===== src/rtl/spi_burst_ram_pkg.sv =====
// Shared definitions for the SPI burst RAM slave.
//   - 2-bit opcodes carried on the first two MOSI bits of a frame
//   - frame state machine encoding
package spi_burst_ram_pkg;

    localparam logic [1:0] OP_SET_WADDR = 2'b00;
    localparam logic [1:0] OP_WRITE     = 2'b01;
    localparam logic [1:0] OP_SET_RADDR = 2'b10;
    localparam logic [1:0] OP_READ      = 2'b11;

    typedef enum logic [2:0] {
        IDLE,
        CMD,
        ADDR,
        HOLD,
        WRITE,
        READ
    } state_e;

endpackage


===== src/rtl/spi_burst_ram_mem.sv =====
// Single-port-style word memory with one synchronous write port and one
// synchronous, registered read port. Contents are never reset.
// Ports:
//   clk_i    : clock, rising edge
//   we_i     : write enable
//   waddr_i  : write address
//   wdata_i  : write data
//   raddr_i  : read address, sampled every edge
//   rdata_o  : registered read data (mem[raddr_i] from the previous edge)
module spi_burst_ram_mem #(
    parameter int ADDR_WIDTH = 8,
    parameter int DATA_WIDTH = 8,
    parameter int MEM_DEPTH  = 256
) (
    input  logic                  clk_i,
    input  logic                  we_i,
    input  logic [ADDR_WIDTH-1:0] waddr_i,
    input  logic [DATA_WIDTH-1:0] wdata_i,
    input  logic [ADDR_WIDTH-1:0] raddr_i,
    output logic [DATA_WIDTH-1:0] rdata_o
);

    logic [DATA_WIDTH-1:0] mem_q [MEM_DEPTH];

    always_ff @(posedge clk_i) begin
        if (we_i) begin
            mem_q[waddr_i] <= wdata_i;
        end
        rdata_o <= mem_q[raddr_i];
    end

endmodule


===== src/rtl/spi_burst_ram_slave.sv =====
// SPI slave with integrated word RAM and auto-incrementing write/read
// pointers. clk is the bit clock; one MOSI bit is sampled and one MISO bit
// is presented per rising edge while ss_n is low. A frame starts with a
// 2-bit opcode, followed by an address (SET_WADDR/SET_RADDR), a stream of
// write words (WRITE) or a turnaround bit and a stream of read words (READ).
// Ports:
//   clk   : bit clock, rising edge
//   rst_n : asynchronous active-low reset
//   MOSI  : serial data in, MSB first
//   MISO  : serial data out, MSB first, registered; 0 outside READ output
//   ss_n  : active-low select, high ends the frame
//
// state | meaning
// ------+-----------------------------------------------------------
// IDLE  | no frame; first low-ss_n edge captures opcode MSB
// CMD   | second opcode bit, decode
// ADDR  | shifting in address for SET_WADDR / SET_RADDR
// HOLD  | address committed, ignore MOSI until ss_n rises
// WRITE | shifting in words, commit each full word at wptr
// READ  | turnaround then continuous word shift-out from rptr
module spi_burst_ram_slave
    import spi_burst_ram_pkg::*;
#(
    parameter int ADDR_WIDTH = 8,
    parameter int DATA_WIDTH = 8,
    parameter int MEM_DEPTH  = 256
) (
    input  logic clk,
    input  logic rst_n,
    input  logic MOSI,
    output logic MISO,
    input  logic ss_n
);

    localparam int SH_W  = ((ADDR_WIDTH > DATA_WIDTH) ? ADDR_WIDTH : DATA_WIDTH) - 1;
    localparam int CNT_W = $clog2(SH_W + 1);

    localparam logic [ADDR_WIDTH:0]   DEPTH_EXT = (ADDR_WIDTH+1)'(MEM_DEPTH);
    localparam logic [ADDR_WIDTH-1:0] LAST_ADDR = ADDR_WIDTH'(MEM_DEPTH - 1);
    localparam logic [CNT_W-1:0]      ADDR_LAST = CNT_W'(ADDR_WIDTH - 1);
    localparam logic [CNT_W-1:0]      WORD_LAST = CNT_W'(DATA_WIDTH - 1);

    state_e                state_q;
    logic [1:0]            op_q;
    logic [CNT_W-1:0]      cnt_q;
    logic [SH_W-1:0]       sh_q;
    logic [DATA_WIDTH-1:0] so_q;
    logic [ADDR_WIDTH-1:0] wptr_q;
    logic [ADDR_WIDTH-1:0] rptr_q;
    logic                  miso_q;

    logic [ADDR_WIDTH-1:0] addr_shift;
    logic [ADDR_WIDTH-1:0] addr_load;
    logic [DATA_WIDTH-1:0] word_shift;
    logic [ADDR_WIDTH-1:0] wptr_inc;
    logic [ADDR_WIDTH-1:0] rptr_inc;
    logic                  mem_we;
    logic [DATA_WIDTH-1:0] mem_rdata;

    // The shift register holds only the bits before the current one; the
    // completed address/word is formed with the live MOSI bit so it can be
    // committed on the very edge that samples its last bit.
    always_comb begin
        addr_shift = {sh_q[ADDR_WIDTH-2:0], MOSI};
        word_shift = {sh_q[DATA_WIDTH-2:0], MOSI};
        addr_load  = ({1'b0, addr_shift} >= DEPTH_EXT) ? '0 : addr_shift;
        wptr_inc   = (wptr_q == LAST_ADDR) ? '0 : wptr_q + ADDR_WIDTH'(1);
        rptr_inc   = (rptr_q == LAST_ADDR) ? '0 : rptr_q + ADDR_WIDTH'(1);
        mem_we     = (state_q == WRITE) && !ss_n && (cnt_q == WORD_LAST);
    end

    // Read port tracks rptr every edge, so mem[rptr] is already registered
    // when READ needs it (turnaround edge, and one edge after each increment).
    spi_burst_ram_mem #(
        .ADDR_WIDTH (ADDR_WIDTH),
        .DATA_WIDTH (DATA_WIDTH),
        .MEM_DEPTH  (MEM_DEPTH)
    ) u_mem (
        .clk_i   (clk),
        .we_i    (mem_we),
        .waddr_i (wptr_q),
        .wdata_i (word_shift),
        .raddr_i (rptr_q),
        .rdata_o (mem_rdata)
    );

    always_ff @(posedge clk or negedge rst_n) begin
        if (!rst_n) begin
            state_q <= IDLE;
            op_q    <= OP_SET_WADDR;
            cnt_q   <= '0;
            sh_q    <= '0;
            so_q    <= '0;
            wptr_q  <= '0;
            rptr_q  <= '0;
            miso_q  <= 1'b0;
        end else if (ss_n) begin
            state_q <= IDLE;
            cnt_q   <= '0;
            sh_q    <= '0;
            miso_q  <= 1'b0;
        end else begin
            miso_q <= 1'b0;
            case (state_q)
                IDLE: begin
                    sh_q    <= SH_W'(MOSI);
                    state_q <= CMD;
                end
                CMD: begin
                    op_q  <= {sh_q[0], MOSI};
                    cnt_q <= '0;
                    sh_q  <= '0;
                    case ({sh_q[0], MOSI})
                        OP_WRITE: state_q <= WRITE;
                        OP_READ:  state_q <= READ;
                        default:  state_q <= ADDR;
                    endcase
                end
                ADDR: begin
                    sh_q <= (sh_q << 1) | SH_W'(MOSI);
                    if (cnt_q == ADDR_LAST) begin
                        if (op_q == OP_SET_RADDR) begin
                            rptr_q <= addr_load;
                        end else begin
                            wptr_q <= addr_load;
                        end
                        state_q <= HOLD;
                    end else begin
                        cnt_q <= cnt_q + CNT_W'(1);
                    end
                end
                HOLD: begin
                    state_q <= HOLD;
                end
                WRITE: begin
                    sh_q <= (sh_q << 1) | SH_W'(MOSI);
                    if (cnt_q == WORD_LAST) begin
                        cnt_q  <= '0;
                        wptr_q <= wptr_inc;
                    end else begin
                        cnt_q <= cnt_q + CNT_W'(1);
                    end
                end
                READ: begin
                    if (cnt_q == '0) begin
                        so_q   <= mem_rdata << 1;
                        miso_q <= mem_rdata[DATA_WIDTH-1];
                        rptr_q <= rptr_inc;
                        cnt_q  <= CNT_W'(1);
                    end else begin
                        so_q   <= so_q << 1;
                        miso_q <= so_q[DATA_WIDTH-1];
                        cnt_q  <= (cnt_q == WORD_LAST) ? '0 : cnt_q + CNT_W'(1);
                    end
                end
                default: state_q <= IDLE;
            endcase
        end
    end

    assign MISO = miso_q;

endmodule

===== config.mk =====
export PLATFORM = sky130hd
export DESIGN_NAME = spi_burst_ram_slave
export DESIGN_NICKNAME = d
export VERILOG_FILES = /design/src/rtl/spi_burst_ram_pkg.sv /design/src/rtl/spi_burst_ram_mem.sv /design/src/rtl/spi_burst_ram_slave.sv
export SDC_FILE = /design/constraint.sdc
export NUM_CORES = 2
export LEC_CHECK = 0
export CORE_ASPECT_RATIO = 0.8
export CORE_MARGIN = 4
export CORE_UTILIZATION = 65
export CTS_CLUSTER_SIZE = 30
export DETAILED_ROUTE_END_ITERATION = 6
export PLACE_DENSITY = 0.8
export SETUP_SLACK_MARGIN = 0.1
export SLEW_MARGIN = 20
export SYNTH_ARGS = -nofsm -noshare
export SYNTH_HDL_FRONTEND = slang
export SYNTH_SLANG_ARGS = --single-unit

===== constraint.sdc =====
create_clock -name clk -period 13.2 [get_ports clk]
set_input_delay 1.98 -clock clk [delete_from_list [all_inputs] [get_ports clk]]
set_output_delay 1.98 -clock clk [all_outputs]
set_load 0.03 [all_outputs]

==> metrics.md <==
| Metric | Value |
|---|---|
| Post-DP HPWL | 109000 um |
| Sequential element share of the synthesized area | 76.8% |
| Pre-CTS WS | 7.24 ns |
| Worst skew pair latency | 0.83 ns |
| Setup WS post-layout | 7.75 ns |
| Die width | 404 um |
| CTS tree | built |
| CP arrival | 5.90 ns |
| Port bufs | 4 |
| Number of distinct library cells after synthesis | 53 |
| Area Growth Syn to Fin | 9.21% |
| Die height | 325 um |
| Initial drt markers | 7148 |
| Max-slew violation count | 0 |
| Violated checks | DRC |
| Comb power frac | 23.3% |
| Initial Util | 65.9% |
| Peak supply drop | 0.000242 V |
| Final nets | 4046 |
| EDFF count, synth | 2048 |
| Hold WS | 0.480 ns |
| Synth async-reset ratio | 1.86% |
| WS Path Type | input port to flop |
| Post-CTS setup buffers | 0 |
| DRT Pass-1 Iters | 7 |
| Post-cts resize count | 0 |
| Reg power frac | 44.2% |
| CTS clock-pin slew for the worst setup and hold paths | 0.07 ns |
| Mapped Cells | 4040 |
| Worst R2R Start | rptr_q[0] |
| CP Launch Type | input port |
| Antenna Nets Post-Route | 0 |
| Setup TNS | 0 ns |
| Switching Fraction | 28.7% |
| Clock Skew | 0.0319 ns |
| Power Density | 191 mW/mm^2 |
| Mean routed wirelength per cell | 34.1 um |
| Achievable frequency | 183 MHz |
| Commonest non-fill, non-tap cells in the layout | 2048 x edfxtp_1, 408 x mux4_2, 301 x nor2_1 |
| Crit path cell chain | clkdlybuf4s50_1 > nor2b_1 > nand2_1 > nor3_1 > nand3_1 > nor2_1 |
| Initial antenna violation count | 7 |
| First-pass GRT wire length | 290000 um |
| CTS max path bufs | 3 |
| Total Wirelength | 199000 um |
| CP required | 13.65 ns |
| Overflow after GRT | 0 |
| Crit Path Max Fanout | 16 |
| Full die area | 0.131 mm^2 |
| Slowest stage cell on the critical path | nor3_1 |
| HP Start | u_mem.rdata_o[0] |
| Synthesized area per cell | 20.2 um^2 |
| DRC Markers | 1 |
| Mapped Area | 0.0815 mm^2 |
| Hold Crit Class | flop to flop |
| NetSw | 4870 uW |
| Status | complete, but fails checks |
| Warnings, synthesis | 0 |
| Leakage | 0.0275 uW |
| RSZ-0062 raised after global routing | no |
| Top Ports | 5 |
| H-tree lvl count | 4 |
| Actual slew at the worst max-slew pin | 1.28 ns |
| Largest net degree at the start of global routing | 212 |
| Row count | 115 |
| GRT Total Usage | 30.6% |
| CP endpoint kind | flop |
| Final period util | 41.3% |
| CP max stage delay | 0.96 ns |
| Cts hold-fix bufs | 0 |
| Slew Limit Headroom | 14.4% |
| Proportion of layout cells with a drive suffix above 1 | 19.0% |
| Synth Net Count | 4052 |
| CTS sink count | 2095 |
| Vias per cell | 7.19 |
| Hold Vio Cnt, Final | 0 |
| Final min period | 5.45 ns |
| P_int | 12100 uW |
| Synth Flop Type | edfxtp_1 |
| CP startpoint | ss_n |
| Via count of the first global-routing pass | 40500 |
| Max-Cap Viols | 0 |
| Most common cell after layout, fill and taps aside | edfxtp_1 |
| CTS Buf Count | 182 |
| Core Box Area | 0.124 mm^2 |
| Number of synthesized register bits | 2095 |
| Clock power share | 32.5% |
| Final setup fails | 0 |
| Vias | 41900 |
| Routability cong. | 0.917 |
| CTS Root Cell | clkbuf_16 |
-- synthesized netlist by cell type, drive strengths merged, types with 37 or more instances --
| cell | instances | share of area (%) |
|---|---|---|
| edfxtp | 2048 | 75 |
| mux4 | 408 | 11 |
| nor2 | 303 | 1.4 |
| mux2i | 222 | 2.7 |
| a22oi | 145 | 1.3 |
| nand2 | 129 | 0.59 |
| buf | 128 | 1.1 |
| clkbuf | 123 | 0.57 |
| a21oi | 92 | 0.56 |
| a22o | 56 | 0.60 |
| dfrtp | 39 | 1.2 |
| o21ai | 38 | 0.23 |
| nand3 | 37 | 0.23 |
| o22ai | 37 | 0.28 |
-- cell families (layout without fill, tap and decap cells) --
logic type | count (synthesis) | in the layout | share of synthesized area [%]
mux | 632 | 632 | 14.0
fa+ha+maj | 8 | 8 | 0.123
other cells | 0 | 3 | 0
buf+inv | 262 | 405 | 1.73
simple gates | 549 | 549 | 2.85
flops | 2095 | 2095 | 76.8
compound gates | 494 | 494 | 4.44
-- power groups by stage --
stage	Sequential, uW	Combinational, uW	Clock, uW
floorplan	7590	2910	0
global placement	7640	3780	0
detailed placement	7640	3840	0
CTS	7500	3900	5560
global route	7510	4140	5870
finish	7500	3960	5530
-- per-stage QoR --
step / util (%) / total power, uW / cells / instance area, um^2
final: 71.9 / 17000 / 5824 / 89000
after global routing: 71.9 / 17500 / 5821 / 89000
after CTS: 71.9 / 17000 / 5820 / 89000
after detailed placement: 67.0 / 11500 / 5487 / 82900
after global placement: 67.0 / 11400 / 5487 / 82900
after floorplan: - / 10500 / 4040 / 81500
-- sequential cells by signal, indices dropped and copies added (netlist names) --
signal / cells
op_q: 2
so_q: 7
rptr_q: 8
u_mem.rdata_o: 8
wptr_q: 8
state_q: 3
sh_q: 7
cnt_q: 3
u_mem.mem_q: 2048
MISO: 1
-- final cells by class --
cell class	count	area [um^2]
clock buffer	208	4670
clock inverter	125	1450
antenna	3	7.51
sequential	2095	62700
tap	1638	2050
inverter	11	41.3
timing repair buffer	61	572
fill	6801	34700
multi-input combinational	1683	17600
-- critical path: cells and delay by family --
kind	cells	cell delay (ns)
simple gates	5	3.21
buf+inv	1	0.69
-- final timing paths --
kind / slack (ns) / end / cells after the start
worst min register to register: 0.48 / so_q[1] / 2
min in group asynchronous: 1.32 / MISO / 1
max in group asynchronous: 11.15 / sh_q[5] / 1
worst max-delay path: 7.75 / u_mem.mem_q[57][0] / 6
worst max register to register: 7.85 / u_mem.rdata_o[5] / 8
worst min-delay path: 0.48 / so_q[1] / 2
-- metal layers --
metal  GRT usage [%]  share of wire (%)
met1            46.6                 37
met2            43.2                 45
met3            9.76                 15
met4            9.50                3.3
met5               0              0.017
(Power assumes the default switching activity.)
